### src/rtl/tdc_gpx_bus_interface_if.sv
// Controller-side handshake and TDC-GPX pin bundle for the bus responder.
interface tdc_gpx_bus_interface_if;
  localparam int unsigned ADR_W = 4;
  localparam int unsigned DAT_W = 28;

  // Controller strobe side
  logic             rw_mem_op;
  logic             rw_read_write;
  logic [ADR_W-1:0] rw_addr;
  logic [DAT_W-1:0] rw_data_in;
  logic             rw_ready;
  logic [DAT_W-1:0] rw_data_out;
  logic             rw_data_ready;
  logic             op_dropped;

  // Chip pin side (toward pad tristates)
  logic [ADR_W-1:0] tdc_adr;
  logic [DAT_W-1:0] tdc_d_out;
  logic             tdc_d_oe;
  logic [DAT_W-1:0] tdc_d_in;
  logic             tdc_csn;
  logic             tdc_rdn;
  logic             tdc_wrn;
  logic             tdc_oen;

  // Bus responder view
  modport slave (
    input  rw_mem_op, rw_read_write, rw_addr, rw_data_in, tdc_d_in,
    output rw_ready, rw_data_out, rw_data_ready, op_dropped,
           tdc_adr, tdc_d_out, tdc_d_oe, tdc_csn, tdc_rdn, tdc_wrn, tdc_oen
  );

  // Core controller / pad view
  modport master (
    output rw_mem_op, rw_read_write, rw_addr, rw_data_in, tdc_d_in,
    input  rw_ready, rw_data_out, rw_data_ready, op_dropped,
           tdc_adr, tdc_d_out, tdc_d_oe, tdc_csn, tdc_rdn, tdc_wrn, tdc_oen
  );
endinterface

### src/rtl/tdc_gpx_bus_interface.sv
// TDC-GPX asynchronous bus responder: turns one-cycle memory-op strobes into
// timed SETUP/STROBE/HOLD/RECOVER pin cycles. Pins are registered from the
// current state, so they trail the FSM state by one clock.
module tdc_gpx_bus_interface #(
  parameter int unsigned T_SETUP   = 1,
  parameter int unsigned T_PULSE   = 2,
  parameter int unsigned T_HOLD    = 1,
  parameter int unsigned T_RECOVER = 2
) (
  input  logic                   clk,
  input  logic                   reset,
  tdc_gpx_bus_interface_if.slave bus
);

  localparam int unsigned CNT_W = 4;
  localparam int unsigned ADR_W = 4;
  localparam int unsigned DAT_W = 28;

  localparam logic [CNT_W-1:0] SETUP_LD   = CNT_W'(T_SETUP - 1);
  localparam logic [CNT_W-1:0] PULSE_LD   = CNT_W'(T_PULSE - 1);
  localparam logic [CNT_W-1:0] HOLD_LD    = CNT_W'(T_HOLD - 1);
  localparam logic [CNT_W-1:0] RECOVER_LD = CNT_W'(T_RECOVER - 1);

  typedef enum logic [2:0] {
    ST_IDLE    = 3'd0,
    ST_SETUP   = 3'd1,
    ST_STROBE  = 3'd2,
    ST_HOLD    = 3'd3,
    ST_RECOVER = 3'd4
  } state_e;

  state_e           state_q, state_d;
  logic [CNT_W-1:0] cnt_q, cnt_d;

  // Latched operation
  logic             rd_q, rd_d;
  logic [ADR_W-1:0] addr_q, addr_d;
  logic [DAT_W-1:0] data_q, data_d;
  logic [DAT_W-1:0] cap_q, cap_d;

  // Controller-facing outputs
  logic             rw_ready_q, rw_ready_d;
  logic [DAT_W-1:0] rw_data_out_q, rw_data_out_d;
  logic             rw_data_ready_q, rw_data_ready_d;
  logic             op_dropped_q, op_dropped_d;

  // Pin outputs
  logic [ADR_W-1:0] tdc_adr_q, tdc_adr_d;
  logic [DAT_W-1:0] tdc_d_out_q, tdc_d_out_d;
  logic             tdc_d_oe_q, tdc_d_oe_d;
  logic             tdc_csn_q, tdc_csn_d;
  logic             tdc_rdn_q, tdc_rdn_d;
  logic             tdc_wrn_q, tdc_wrn_d;
  logic             tdc_oen_q, tdc_oen_d;

  // Decoded helpers
  logic last_c;
  logic active_c;
  logic first_rec_c;
  logic accept_c;

  assign last_c      = (cnt_q == '0);
  assign active_c    = (state_q == ST_SETUP) || (state_q == ST_STROBE) ||
                       (state_q == ST_HOLD);
  assign first_rec_c = (state_q == ST_RECOVER) && (cnt_q == RECOVER_LD);
  assign accept_c    = (state_q == ST_IDLE) && bus.rw_mem_op;

  // FSM state and phase counter register
  always_ff @(posedge clk) begin
    if (reset) begin
      state_q <= ST_IDLE;
      cnt_q   <= '0;
    end else begin
      state_q <= state_d;
      cnt_q   <= cnt_d;
    end
  end

  // Next state: each phase runs until the down-counter reaches zero
  always_comb begin
    state_d = state_q;
    cnt_d   = last_c ? cnt_q : cnt_q - CNT_W'(1);
    unique case (state_q)
      ST_IDLE: begin
        cnt_d = '0;
        if (bus.rw_mem_op) begin
          state_d = ST_SETUP;
          cnt_d   = SETUP_LD;
        end
      end
      ST_SETUP: begin
        if (last_c) begin
          state_d = ST_STROBE;
          cnt_d   = PULSE_LD;
        end
      end
      ST_STROBE: begin
        if (last_c) begin
          state_d = ST_HOLD;
          cnt_d   = HOLD_LD;
        end
      end
      ST_HOLD: begin
        if (last_c) begin
          state_d = ST_RECOVER;
          cnt_d   = RECOVER_LD;
        end
      end
      ST_RECOVER: begin
        if (last_c) begin
          state_d = ST_IDLE;
          cnt_d   = '0;
        end
      end
      default: begin
        state_d = ST_IDLE;
        cnt_d   = '0;
      end
    endcase
  end

  // Operation latch, read capture, controller handshake and pin values
  always_comb begin
    rd_d            = rd_q;
    addr_d          = addr_q;
    data_d          = data_q;
    cap_d           = cap_q;
    rw_data_out_d   = rw_data_out_q;
    rw_data_ready_d = 1'b0;
    op_dropped_d    = op_dropped_q;
    tdc_adr_d       = tdc_adr_q;
    tdc_d_out_d     = tdc_d_out_q;

    if (accept_c) begin
      rd_d   = bus.rw_read_write;
      addr_d = bus.rw_addr;
      data_d = bus.rw_data_in;
    end

    // Any strobe outside IDLE is lost; the flag stays up until reset
    if (bus.rw_mem_op && (state_q != ST_IDLE)) begin
      op_dropped_d = 1'b1;
    end

    // Sample the chip data on the final strobe-phase clock
    if ((state_q == ST_STROBE) && last_c && rd_q) begin
      cap_d = bus.tdc_d_in;
    end

    if (first_rec_c && rd_q) begin
      rw_data_out_d   = cap_q;
      rw_data_ready_d = 1'b1;
    end

    // Address and write data hold their last driven value when idle
    if (active_c) begin
      tdc_adr_d = addr_q;
      if (!rd_q) begin
        tdc_d_out_d = data_q;
      end
    end

    // Direction is fixed for the whole access, so OE and OEN never overlap
    tdc_csn_d  = !active_c;
    tdc_d_oe_d = active_c && !rd_q;
    tdc_oen_d  = !(active_c && rd_q);
    tdc_rdn_d  = !((state_q == ST_STROBE) && rd_q);
    tdc_wrn_d  = !((state_q == ST_STROBE) && !rd_q);

    rw_ready_d = (state_d == ST_IDLE);
  end

  // Datapath and output registers
  always_ff @(posedge clk) begin
    if (reset) begin
      rd_q            <= 1'b0;
      addr_q          <= '0;
      data_q          <= '0;
      cap_q           <= '0;
      rw_ready_q      <= 1'b1;
      rw_data_out_q   <= '0;
      rw_data_ready_q <= 1'b0;
      op_dropped_q    <= 1'b0;
      tdc_adr_q       <= '0;
      tdc_d_out_q     <= '0;
      tdc_d_oe_q      <= 1'b0;
      tdc_csn_q       <= 1'b1;
      tdc_rdn_q       <= 1'b1;
      tdc_wrn_q       <= 1'b1;
      tdc_oen_q       <= 1'b1;
    end else begin
      rd_q            <= rd_d;
      addr_q          <= addr_d;
      data_q          <= data_d;
      cap_q           <= cap_d;
      rw_ready_q      <= rw_ready_d;
      rw_data_out_q   <= rw_data_out_d;
      rw_data_ready_q <= rw_data_ready_d;
      op_dropped_q    <= op_dropped_d;
      tdc_adr_q       <= tdc_adr_d;
      tdc_d_out_q     <= tdc_d_out_d;
      tdc_d_oe_q      <= tdc_d_oe_d;
      tdc_csn_q       <= tdc_csn_d;
      tdc_rdn_q       <= tdc_rdn_d;
      tdc_wrn_q       <= tdc_wrn_d;
      tdc_oen_q       <= tdc_oen_d;
    end
  end

  assign bus.rw_ready      = rw_ready_q;
  assign bus.rw_data_out   = rw_data_out_q;
  assign bus.rw_data_ready = rw_data_ready_q;
  assign bus.op_dropped    = op_dropped_q;
  assign bus.tdc_adr       = tdc_adr_q;
  assign bus.tdc_d_out     = tdc_d_out_q;
  assign bus.tdc_d_oe      = tdc_d_oe_q;
  assign bus.tdc_csn       = tdc_csn_q;
  assign bus.tdc_rdn       = tdc_rdn_q;
  assign bus.tdc_wrn       = tdc_wrn_q;
  assign bus.tdc_oen       = tdc_oen_q;

endmodule

### src/flat_wrapper.sv
// flat-port wrapper written by rule: the top's interface ports become plain ports
module tdc_gpx_bus_interface_flat 
#(
  parameter int unsigned T_SETUP   = 1,
  parameter int unsigned T_PULSE   = 2,
  parameter int unsigned T_HOLD    = 1,
  parameter int unsigned T_RECOVER = 2
)
  (clk, reset, bus_rw_mem_op, bus_rw_read_write, bus_rw_addr, bus_rw_data_in, bus_tdc_d_in, bus_rw_ready, bus_rw_data_out, bus_rw_data_ready, bus_op_dropped, bus_tdc_adr, bus_tdc_d_out, bus_tdc_d_oe, bus_tdc_csn, bus_tdc_rdn, bus_tdc_wrn, bus_tdc_oen);
  tdc_gpx_bus_interface_if bus_i ();
  input  logic clk;
  input  logic reset;
  input wire logic [$bits(bus_i.rw_mem_op)-1:0] bus_rw_mem_op;
  input wire logic [$bits(bus_i.rw_read_write)-1:0] bus_rw_read_write;
  input wire logic [$bits(bus_i.rw_addr)-1:0] bus_rw_addr;
  input wire logic [$bits(bus_i.rw_data_in)-1:0] bus_rw_data_in;
  input wire logic [$bits(bus_i.tdc_d_in)-1:0] bus_tdc_d_in;
  output wire logic [$bits(bus_i.rw_ready)-1:0] bus_rw_ready;
  output wire logic [$bits(bus_i.rw_data_out)-1:0] bus_rw_data_out;
  output wire logic [$bits(bus_i.rw_data_ready)-1:0] bus_rw_data_ready;
  output wire logic [$bits(bus_i.op_dropped)-1:0] bus_op_dropped;
  output wire logic [$bits(bus_i.tdc_adr)-1:0] bus_tdc_adr;
  output wire logic [$bits(bus_i.tdc_d_out)-1:0] bus_tdc_d_out;
  output wire logic [$bits(bus_i.tdc_d_oe)-1:0] bus_tdc_d_oe;
  output wire logic [$bits(bus_i.tdc_csn)-1:0] bus_tdc_csn;
  output wire logic [$bits(bus_i.tdc_rdn)-1:0] bus_tdc_rdn;
  output wire logic [$bits(bus_i.tdc_wrn)-1:0] bus_tdc_wrn;
  output wire logic [$bits(bus_i.tdc_oen)-1:0] bus_tdc_oen;
  assign bus_i.rw_mem_op = bus_rw_mem_op;
  assign bus_i.rw_read_write = bus_rw_read_write;
  assign bus_i.rw_addr = bus_rw_addr;
  assign bus_i.rw_data_in = bus_rw_data_in;
  assign bus_i.tdc_d_in = bus_tdc_d_in;
  assign bus_rw_ready = bus_i.rw_ready;
  assign bus_rw_data_out = bus_i.rw_data_out;
  assign bus_rw_data_ready = bus_i.rw_data_ready;
  assign bus_op_dropped = bus_i.op_dropped;
  assign bus_tdc_adr = bus_i.tdc_adr;
  assign bus_tdc_d_out = bus_i.tdc_d_out;
  assign bus_tdc_d_oe = bus_i.tdc_d_oe;
  assign bus_tdc_csn = bus_i.tdc_csn;
  assign bus_tdc_rdn = bus_i.tdc_rdn;
  assign bus_tdc_wrn = bus_i.tdc_wrn;
  assign bus_tdc_oen = bus_i.tdc_oen;
  tdc_gpx_bus_interface #(.T_SETUP(T_SETUP), .T_PULSE(T_PULSE), .T_HOLD(T_HOLD), .T_RECOVER(T_RECOVER)) u_core (.clk(clk), .reset(reset), .bus(bus_i));
endmodule
### config.mk
export PLATFORM = sky130hd
export DESIGN_NAME = tdc_gpx_bus_interface_flat
export DESIGN_NICKNAME = d
export VERILOG_FILES = /design/src/rtl/tdc_gpx_bus_interface_if.sv /design/src/rtl/tdc_gpx_bus_interface.sv /design/src/flat_wrapper.sv
export SDC_FILE = /design/constraint.sdc
export NUM_CORES = 1
export LEC_CHECK = 0
export CAP_MARGIN = 20
export CORE_AREA = 2 2 139 141
export DETAILED_ROUTE_END_ITERATION = 10
export DIE_AREA = 0 0 141 143
export HOLD_SLACK_MARGIN = 0.08
export PLACE_DENSITY = 0.61
export RECOVER_POWER = 25
export SLEW_MARGIN = 20
export SYNTH_ARGS = -nofsm -noshare
export SYNTH_HDL_FRONTEND = slang
export SYNTH_SLANG_ARGS = --single-unit
### constraint.sdc
create_clock -name clk -period 4.4 [get_ports clk]
set_input_delay 1.32 -clock clk [delete_from_list [all_inputs] [get_ports clk]]
set_output_delay 1.32 -clock clk [all_outputs]
set_load 0.01 [all_outputs]
==> out/results.txt, run 1 <==
Worst Setup Path Type: input port to flop
Synth Instances: 590
Post-route ant nets: 0
Vias per inst: 4.408
Mapped Area: 5485 µm²
LEAKAGE: 2.603 nW
Core Rows: 50
Most numerous cell in the Yosys netlist: dfxtp_1
Placed instance count: 918
Post-layout nets: 769
CP Launch Type: input port
Top cells by area, synth: dfxtp_1 (50%), nand2b_1 (13%), mux2i_1 (11%), nand2_1 (4.9%), o21ai_0 (4.0%)
Post-Route WL: 13.05 mm
Num CTS Buffers: 17
Number of synthesized flops with an enable pin: 0
Final TNS setup: 0 ns
Peak VDD IR: 0.3004 mV
Endpoints failing setup: 0
Initial Util: 29.52%
Tcrit/Tclk final: 67.32%
Finished Layout Cells: 950
Vias in the first global route: 4021
RSZ-0062 raised after global routing: no
Crit Path Max Fanout: 86
Worst Hold Path EP: u_core.data_q[18]
Commonest cells post-synth: dfxtp_1 (136), nand2b_1 (114), nand2_1 (72)
GRT Total Usage: 13.31%
Status: finished with violations
Post-DP HPWL: 8.258 mm
Clk slew on worst S/H paths: 0.06 ns
Worst EP required: 4.67 ns
Slew Viols, Final: 35
CTS tree: built
Synth Net Count: 656
FF-to-FF path depth: 4
Netlist cell types: 34
Yosys reg bits: 136
Fin. Hold Viols: 0
Power density over the cells: 501.9 nW/µm²
Clk_lat worst skew: 0.41 ns
Clock Sinks: 136
Worst-path cell chain: buf_4 -> clkbuf_2 -> nand2b_1 -> mux2i_1
Die area: 20160 µm²
Hold Path Class: flop to flop
Clock Path Buffers: 2
Port bufs: 131
Antenna diode count: 0
Fraction of final layout cells sized beyond drive strength 1: 5.726%
Yosys top cell by area: dfxtp_1
Avg Cell Area, Syn: 9.297 µm²
Ports: 132
Top cell type's share of synthesized area: 49.64%
Hold_sp: u_core.data_q[18]
Skew final: 0.009102 ns
Largest net degree at the start of global routing: 87
Area Overhead vs Synth: 37.52%
Routed len/inst: 13.74 µm
CP Capture Type: flop
Starting DRT DRC Count: 189
Die span in y: 143 µm
Crit path largest cell delay: 1.05 ns
Slew HR: -8.797%
DR pass1 iterations: 4
Final min period: 2.962 ns
Worst reg2reg path startpoint: u_core.state_q[2]
Syn. warnings: 0
Post-CTS resize count: 0
Grt ovf: 0
Sequential share of the synthesized area: 49.64%
Total Power: 0.003786 W
Die Width: 141 µm
CP Data Arrival Time: 3.23 ns
Gpl congestion: 0.7324
R2R Path End: u_core.bus.tdc_adr[2]
Reg2Reg Setup Slack: 1.95 ns
Post-CTS Setup Bufs: 0
Via count: 4188
Initial antenna violation count: 0
Final hold slack: 0.4542 ns
Post-synth ARST share: 0%
Clock Tree Root: clkbuf_16
Core Region: 18580 µm²
Hold path depth: 2
CTS Hold Bufs: 0
CP max-delay cell: clkbuf_2
Worst-Margin Slew: 1.632 ns
H-Tree Depth: 4
Peak Freq: 0.3376 GHz
Ys flop type: dfxtp_1
Drt drc: 0
Max Cap Viol: 1
Failing checks: max-capacitance violations, max-slew violations
First-pass GRT wire length: 20.91 mm
## per-stage QoR
stage	area (µm²)	util (%)	setup slack [ns]
2_1_floorplan	5485	-	2.062
3_3_place_gp	6949	37.40	1.487
3_5_place_dp	6949	37.40	1.473
4_1_cts	7565	40.71	1.720
5_1_grt	7543	40.60	1.268
6_report	7543	40.60	1.438
## power breakdown
| group | internal, W | switching [W] |
|---|---|---|
| Sequential | 0.00138 | 0.000101 |
| Clock | 0.000977 | 0.000513 |
| Combinational | 0.000351 | 0.000468 |
| Total | 0.00270 | 0.00108 |
## state kept, by name, indices dropped and copies added, names as in the netlist
name / cells
u_core.data_q: 28
u_core.bus.tdc_d_oe: 1
u_core.bus.tdc_csn: 1
u_core.bus.tdc_rdn: 1
u_core.bus.rw_ready: 1
u_core.cnt_q: 4
u_core.bus.tdc_d_out: 28
u_core.bus.op_dropped: 1
u_core.bus.tdc_adr: 4
u_core.bus.tdc_oen: 1
u_core.addr_q: 4
u_core.rd_q: 1
u_core.cap_q: 28
u_core.bus.rw_data_ready: 1
u_core.bus.rw_data_out: 28
u_core.state_q: 3
u_core.bus.tdc_wrn: 1
## worst max-delay path, delay by kind of cell
kind,cells,cell delay [ns]
multiplexers,1,0.08
AND/OR/NAND/NOR,1,0.24
buffers and inverters,2,1.51
## cells by family (layout without fill, tap and decap cells)
| kind of cell | after synthesis | count (layout) | share of synthesized area, % |
|---|---|---|---|
| buf+inv | 48 | 174 | 4.357 |
| compound gates | 97 | 97 | 9.307 |
| fa+ha+maj | 2 | 2 | 0.4561 |
| xor+xnor | 3 | 3 | 0.4791 |
| flops | 136 | 136 | 49.64 |
| mux | 60 | 60 | 10.95 |
| simple gates | 244 | 244 | 24.82 |
## how the worst max path moves through the flow
stage	start	cells past startpoint	slack [ns]	endpoint
after floorplan	bus_rw_mem_op	5	2.06	u_core.data_q[0]
after CTS	u_core.bus.tdc_d_out[21]	1	1.72	bus_tdc_d_out[21]
final	reset	4	1.44	u_core.bus.rw_data_out[21]
after detailed placement	bus_rw_mem_op	5	1.47	u_core.data_q[25]
after global placement	bus_rw_mem_op	5	1.49	u_core.data_q[14]
after global routing	reset	5	1.27	u_core.bus.tdc_d_out[15]
## routing by layer
metal	track usage, %	vias to the layer above	share of wire (%)	routed length, µm
met5	0	-	0	0
met1	17.16	1930	48	6261
met2	21.13	72	47	6152
met3	3.655	16	3.1	409
met4	5.421	0	1.7	228
li1	-	2170	-	-
## layout by cell type, fill, tap and decap left out, types with 7 or more instances in the layout
master	netlist	layout
buf_4	2	7
dfxtp_1	136	136
nand2b_1	114	114
mux2i_1	60	60
nor2b_1	30	30
o21ai_0	44	47
clkbuf_16	0	17
clkdlybuf4s50_1	0	129
nor2_1	13	13
a21oi_1	35	35
nand2_1	72	72
o21ai_1	12	9
## area by class of cell
cell class | instances | area, µm²
Inverter | 3 | 11.26
Tap cell | 234 | 292.8
Multi-Input combinational cell | 406 | 2539
Sequential cell | 136 | 2723
Clock buffer | 24 | 471.7
Timing Repair Buffer | 139 | 1363
Fill cell | 1878 | 11040
Clock inverter | 8 | 143.9
No activity file was read; power rests on OpenSTA's default activity.
==> run 2, diff against run 1 <==
- PLACE_DENSITY: 0.61 -> 0.63
- clock period: 4.4 -> 2.7 ns (I/O delays scaled with it)
==> run 2 against run 1 <==
The flow now finishes without violations. Wire length barely moved. Clock skew fell by 0.0019 ns. Register-to-register slack got worse by 1.2 ns. Clock-buffer cell count fell by 4. Sequential share of layout area fell by 0.26 points. Worst hold slack barely moved. Highest routed layer unchanged. Core utilization rose by 0.29 points.
==> out/results.txt, run 2 (synthesis gave the netlist of run 1 again) <==
Status: finished clean
Num CTS Buffers: 17
Post-CTS Setup Bufs: 0
Endpoints failing setup: 0
Initial antenna violation count: 0
Post-Route WL: 13.05 mm
DR pass1 iterations: 5
Clk_lat worst skew: 0.41 ns
Worst reg2reg path startpoint: u_core.cnt_q[0]
Hold Path Class: flop to flop
Gate power share: 22.5%
Post-layout nets: 771
Core Rows: 50
H-Tree Depth: 4
Vias in the first global route: 4060
Met3 Usage GRT: 2.951%
Placement Setup Slack: 0.3830 ns
Post-CTS resize count: 0
Fraction of final layout cells sized beyond drive strength 1: 6.825%
Starting DRT DRC Count: 221
Final min period: 2.283 ns
Ports: 132
Tcrit/Tclk final: 84.57%
Peak VDD IR: 0.4248 mV
Commonest non-fill, non-tap cells in the layout: dfxtp_1 (136), clkdlybuf4s50_1 (129), nand2b_1 (114), nand2_1 (72), mux2i_1 (60)
Clock Tree Root: clkbuf_16
Die area: 20160 µm²
Internal power: 0.004258 W
LEAKAGE: 2.621 nW
Post-route ant nets: 0
Setup crit start: bus_rw_mem_op
Die span in y: 143 µm
Skew final: 0.007205 ns
Worst setup margin: 0.4166 ns
Gpl congestion: 0.7264
Post-DP HPWL: 8.303 mm
Slew HR: 47.98%
Worst-Margin Slew: 0.7803 ns
GR Layer Usage met1: 16.79%
Worst EP required: 2.97 ns
Grt ovf: 0
Crit Path Max Fanout: 33
Routed len/inst: 13.71 µm
Commonest non-fill, non-tap cell in the layout: dfxtp_1
RSZ-0062 raised after global routing: no
CP Launch Type: input port
Sw frac: 29.72%
Initial Util: 29.52%
Die Width: 141 µm
Fin util: 40.89%
Max Cap Viol: 0
Psw: 0.001801 W
Reg power frac: 39.6%
Fin. Hold Viols: 0
Clk slew on worst S/H paths: 0.05 ns
Largest net degree at the start of global routing: 64
GRT Total Usage: 13.37%
Met2 global-route usage: 22.28%
CP Data Arrival Time: 2.55 ns
Peak Freq: 0.4380 GHz
Port bufs: 131
First-pass GRT wire length: 21.10 mm
Slew Viols, Final: 0
Area Overhead vs Synth: 38.50%
Power density over the cells: 797.5 nW/µm²
Clock Path Buffers: 2
Vias per inst: 4.422
GRT busiest layer: met2
Clock Sinks: 136
Final TNS setup: 0 ns
Clock Power Share: 37.9%
CTS tree: built
Drt drc: 0
CTS Hold Bufs: 0
Hold_sp: u_core.data_q[20]
Via count: 4210
CP Capture Type: flop
Core Region: 18580 µm²
Worst Setup Path Type: input port to flop
Antenna diode count: 0
-- run 2: changes by cell type in the layout (fill, tap and decap cells not counted), moves of 2 or more --
| cell | change |
|---|---|
| clkinv_2 | +2 |
| clkinvlp_4 | +3 |
| clkbuf_1 | -5 |
| bufinv_16 | -2 |
| o21ai_1 | -9 |
| buf_4 | -4 |
| o21ai_0 | +9 |
| buf_12 | +5 |
-- run 2: final cells by class --
| class | count | area (µm²) |
|---|---|---|
| Timing Repair Buffer | 141 | 1438 |
| Clock inverter | 12 | 125.1 |
| Multi-Input combinational cell | 406 | 2541 |
| Inverter | 3 | 11.26 |
| Clock buffer | 20 | 466.7 |
| Tap cell | 234 | 292.8 |
| Sequential cell | 136 | 2723 |
| Fill cell | 1839 | 10980 |
-- run 2: power groups by stage --
| stage | clock network [W] | logic [W] | registers, W |
|---|---|---|---|
| after floorplan | 0 | 0.000850 | 0.00242 |
| after global placement | 0 | 0.00139 | 0.00244 |
| after detailed placement | 0 | 0.00141 | 0.00244 |
| final | 0.00230 | 0.00136 | 0.00240 |
| after global routing | 0.00246 | 0.00152 | 0.00243 |
| after CTS | 0.00238 | 0.00141 | 0.00240 |
-- run 2: through the flow --
step / instances / instance area, µm² / power, W / hold WS, ns
floorplan: 590 / 5485 / 0.003269 / 0.4357
global placement: 920 / 7014 / 0.003834 / 0.4420
detailed placement: 920 / 7014 / 0.003849 / 0.4467
CTS: 952 / 7606 / 0.006190 / 0.4547
global route: 952 / 7597 / 0.006423 / 0.4724
finish: 952 / 7597 / 0.006059 / 0.4545
-- run 2: metal layers --
metal  share of wire (%)  wire, µm
met3                 2.8       364
met2                  49      6410
met1                  47      6090
met5                   0         0
met4                 1.4       183
-- run 2: path summary, 6_finish.rpt --
| path | end | slack [ns] | cells past startpoint |
|---|---|---|---|
| worst max register to register | u_core.cap_q[9] | 0.75 | 6 |
| worst min register to register | u_core.data_q[20] | 0.45 | 2 |
| worst min-delay path | u_core.data_q[20] | 0.45 | 2 |
| worst max-delay path | u_core.data_q[18] | 0.42 | 5 |
-- run 2: worst max-delay path, cell delays in order --
cell and delay, ns:
dlygate4sd3_1 0.54, or4b_1 0.43, clkbuf_2 0.48, nand2_1 0.21, a21oi_1 0.08
